<file path="config.mk">
export PLATFORM = sky130hd
export DESIGN_NAME = mux_stream_rr
export DESIGN_NICKNAME = d
export VERILOG_FILES = /design/src/rtl/mux_stream_rr.sv
export SDC_FILE = /design/constraint.sdc
export NUM_CORES = 1
export LEC_CHECK = 0
export ABC_AREA = 1
export ABC_CLOCK_PERIOD_IN_PS = 11000
export CORE_ASPECT_RATIO = 0.9
export CORE_UTILIZATION = 30
export CTS_BUF_LIST = sky130_fd_sc_hd__clkbuf_8
export DETAILED_ROUTE_END_ITERATION = 7
export GPL_TIMING_DRIVEN = 0
export PLACE_DENSITY_LB_ADDON = 0.15
export RECOVER_POWER = 25
export SLEW_MARGIN = 5
export SYNTH_ARGS = -nofsm -noshare
export SYNTH_HDL_FRONTEND = slang
export SYNTH_SLANG_ARGS = --single-unit
</file>
<file path="constraint.sdc">
create_clock -name clk -period 11 [get_ports clk]
set_clock_uncertainty 0.05 [all_clocks]
set_input_delay 2.2 -clock clk [delete_from_list [all_inputs] [get_ports clk]]
set_output_delay 2.2 -clock clk [all_outputs]
set_load 0.005 [all_outputs]
</file>
<file path="src/rtl/mux_stream_rr.sv">
// N-channel stream multiplexer with one registered output stage.
// Channel selection is manual (sel) or round-robin over the valid inputs.
module mux_stream_rr #(
    parameter int unsigned N_CH = 16,
    parameter int unsigned W    = 8,
    parameter int unsigned SELW = $clog2(N_CH)
) (
    input  logic              clk,
    input  logic              rst_n,
    input  logic [N_CH*W-1:0] in_data,
    input  logic [N_CH-1:0]   in_valid,
    output logic [N_CH-1:0]   in_ready,
    input  logic              mode,
    input  logic [SELW-1:0]   sel,
    output logic [W-1:0]      out_data,
    output logic              out_valid,
    input  logic              out_ready,
    output logic [SELW-1:0]   out_ch
);

    logic [W-1:0]    ch_data [N_CH];
    logic [W-1:0]    out_data_q, out_data_d;
    logic            out_valid_q, out_valid_d;
    logic [SELW-1:0] out_ch_q, out_ch_d;
    logic [SELW-1:0] rr_ptr_q, rr_ptr_d;

    logic [SELW-1:0] rr_gnt, gnt;
    logic            rr_vld, sel_ok, gnt_ok, gnt_vld, load_en, xfer;
    logic [SELW:0]   cand;

    for (genvar c = 0; c < N_CH; c++) begin : g_unpack
        assign ch_data[c] = in_data[c*W +: W];
    end

    // Scan offsets from far to near so the closest valid channel after rr_ptr wins.
    always_comb begin
        rr_gnt = '0;
        rr_vld = 1'b0;
        cand   = '0;
        for (int unsigned i = N_CH; i > 0; i--) begin
            cand = {1'b0, rr_ptr_q} + (SELW+1)'(i - 1);
            if (cand >= (SELW+1)'(N_CH)) cand = cand - (SELW+1)'(N_CH);
            if (in_valid[cand[SELW-1:0]]) begin
                rr_gnt = cand[SELW-1:0];
                rr_vld = 1'b1;
            end
        end
    end

    always_comb begin
        sel_ok   = ({1'b0, sel} < (SELW+1)'(N_CH));
        gnt      = mode ? rr_gnt : sel;
        gnt_ok   = mode ? rr_vld : sel_ok;
        gnt_vld  = mode ? rr_vld : (sel_ok & in_valid[sel]);
        load_en  = !out_valid_q | out_ready;
        xfer     = gnt_vld & load_en;
        in_ready = '0;
        if (rst_n && gnt_ok) in_ready[gnt] = load_en;
    end

    always_comb begin
        out_valid_d = out_valid_q;
        out_data_d  = out_data_q;
        out_ch_d    = out_ch_q;
        rr_ptr_d    = rr_ptr_q;
        if (load_en) begin
            out_valid_d = xfer;
            if (xfer) begin
                out_data_d = ch_data[gnt];
                out_ch_d   = gnt;
            end
        end
        if (xfer && mode) rr_ptr_d = (gnt == SELW'(N_CH - 1)) ? '0 : gnt + 1'b1;
    end

    always_ff @(posedge clk) begin
        if (!rst_n) begin
            out_valid_q <= 1'b0;
            out_data_q  <= '0;
            out_ch_q    <= '0;
            rr_ptr_q    <= '0;
        end else begin
            out_valid_q <= out_valid_d;
            out_data_q  <= out_data_d;
            out_ch_q    <= out_ch_d;
            rr_ptr_q    <= rr_ptr_d;
        end
    end

    assign out_data  = out_data_q;
    assign out_valid = out_valid_q;
    assign out_ch    = out_ch_q;

endmodule

</file>
==> impl_metrics.csv <==
group,metric,value,unit
status,status,"completed",
placement,place_hpwl,15400,um
cells_and_area,area_growth,48.0,%
synth,synth_cells,877,
flow_run,cap_violations,0,
sta,post-route-min-period,8140,ps
floorplanning,io_pins,181,
drt,route.detailed.drc,0,
sta,tns,0,ps
worst_setup_path,start_kind,"input pin",
synth,syn_nets,1037,
pwr,power.density,146,nW/um^2
worst_setup_path,crit_type,"in2out",
sta,slew_headroom,62.5,%
global_route,grt_max_degree,14,
global_route,use_met2,46.2,%
global_route,grt_use_total,25.0,%
drt,ant_nets,0,
cells_and_area,post-route-util,45.5,%
clock_network,clock_path_buffers,2,
hold_path,hold_path_class,"reg2reg",
synth,yosysUniqueCellTypes,36,
cells_and_area,drive_gt1_share,7.37,%
sta,max_freq,123,MHz
clock_network,tritoncts,"yes",
sta,rsz0062_at_grt,"false",
synth,yosysTopAreaCell,"nand2_1",
floorplanning,die_w,128,um
global_route,grt_pass1_vias,5879,
clock_network,cts_buffers,3,
pwr,power,0.000933,W
cells_and_area,nets,1220,
global_route,antenna_found_initial,0,
floorplanning,initial_core_util,30.8,%
synth,yosys_warnings,0,
placement,pre_cts_slack,2930,ps
pwr,peakVddDrop,0.0582,mV
drt,num_vias,6148,
synth,synth_top_area_share,29.5,%
sta,finalHoldViolCount,0,
drt,viasPerCell,4.91,
placement,place.port_buffers,178,
synth,synth_seq_area_share,7.90,%
cells_and_area,diodes,0,
placement,place.gp.congestion,0.914,
worst_setup_path,worst_ep_arrival_time,5890,ps
sta,setup_slack,2860,ps
worst_setup_path,cp.required,8750,ps
clock_network,clock-sinks,17,
synth,async_flop_share,0,%
global_route,busiest_layer,"met2",
sta,period_share,74.0,%
hold_path,whs_path_depth,2,
clock_network,cts_resized,0,
drt,wl_per_cell,14.8,um
drt,drt_wl_total,18500,um
worst_setup_path,rr_worst_depth,32,
synth,postSynthAreaPerCell,4.91,um^2
floorplanning,die_area,14800,um^2
synth,syn_area,4310,um^2
clock_network,cts_setup_buffers,0,
clock_network,htreeDepth,1,
clock_network,cts_hold_buffers,0,
worst_setup_path,crit_fanout,10,
global_route,gr-total-overflow,0,
global_route,grt_use_met1,30.3,%
floorplanning,core-area,14000,um^2
sta,setup_viol,0,
placement,dp.cells,1248,
synth,synth-seq-cells,17,
worst_setup_path,critPathCaptureType,"output port",
cells_and_area,mostFrequentLayoutCells,"nand2_1, nand3_1, clkdlybuf4s50_1",
clock_network,clock_latency,250,ps
sta,worst_slew_pin_slew,560,ps
clock_network,root_buffer,"clkbuf_8",
drt,drtIter0Drc,412,
cells_and_area,layout_commonest_cell,"nand2_1",
global_route,met3_usage,3.83,%
floorplanning,rows,41,
floorplanning,die_y,116,um
synth,synth_flop_cell,"dfxtp_1",
global_route,grt_pass1_wl,29300,um
cells_and_area,fin_cells,1252,
synth,ys_top_cells_by_area,"nand2_1, nand3_1, dfxtp_1",
synth,synth_edf_count,0,
drt,drt_pass1_iterations,5,
pwr,p_leak,3.25,nW
sta,finalMaxSlewViolations,0,
clock_network,clkTransAtPathRegs,70,ps
-- state kept, by name, indices dropped and copies added, names as in the netlist --
signal     flops
out_ch         4
out_valid      1
rr_ptr_q       4
out_data       8
-- worst paths after layout --
kind | startpoint | end | slack, ps
setup reg to reg | rr_ptr_q[0] | out_data[7] | 6290
hold reg to reg | out_ch[0] | out_ch[0] | 470
setup / recovery | in_valid[4] | in_ready[13] | 2860
hold / removal | out_ch[0] | out_ch[0] | 470
-- synthesized netlist by cell type (2+ instances only) --
library cell,number
a21oi_1,51
a21oi_2,9
buf_2,21
buf_4,2
buf_6,6
clkbuf_1,12
dfxtp_1,17
ha_1,8
inv_1,80
inv_2,13
nand2_1,339
nand2_2,13
nand2_4,3
nand3_1,190
nand3b_1,8
nand4_1,2
nor2_1,67
nor3_1,2
o211ai_1,3
o21ai_0,11
o311ai_0,2
xor2_1,3
xor2_2,2
-- layout make-up --
type / instances / area (um^2)
Inverter: 95 / 359
Clock buffer: 3 / 41.3
Buffer: 43 / 256
Fill cell: 1561 / 7630
Clock inverter: 1 / 3.75
Sequential cell: 17 / 340
Tap cell: 193 / 241
Multi-Input combinational cell: 722 / 3350
Timing Repair Buffer: 178 / 1780
-- per-layer routing --
layer | wire, um | vias up
met1 | 7760 | 2712
met5 | 0 | -
li1 | - | 3178
met4 | 400 | 0
met2 | 9110 | 234
met3 | 1220 | 24
-- critical path: stages --
cell and delay (ps):
clkdlybuf4s50_1 530, nand2_1 90, nand3_1 110, nand3_1 80
nand2_1 160, nand2_1 110, nand2_2 140, inv_2 60
nand3_1 80, nand3_1 80, nand2_1 60, nand2_1 50
nand2_1 50, nand2_1 50, nand2_1 50, nand2_1 40
nand2_1 50, nand2_1 50, nand2_1 60, nand2_1 60
nand2_1 60, nand2_1 90, a21oi_2 360, buf_2 350
nand3_1 200, nor2_1 150, clkdlybuf4s50_1 510
-- kinds of logic after synthesis --
family / share of synthesized area [%]
fa+ha+maj: 2.32
simple gates: 62.2
buf+inv: 14.3
flops: 7.90
compound gates: 11.6
xor+xnor: 1.74
-- report_power, final --
part	switching, W	internal [W]	leakage, nW
Sequential	0.0000102	0.0000742	0.141
Combinational	0.000507	0.000295	3.08
Clock	0.0000215	0.0000248	0.0269
Total	0.000539	0.000394	3.25
-- stage by stage --
| stage | hold slack (ps) | instance area (um^2) |
|---|---|---|
| after floorplan | 441 | 4310 |
| after global placement | 465 | 6330 |
| after detailed placement | 449 | 6330 |
| after CTS | 478 | 6380 |
| after global routing | 489 | 6380 |
| final | 471 | 6380 |
No activity file was read; power rests on OpenSTA's default activity.
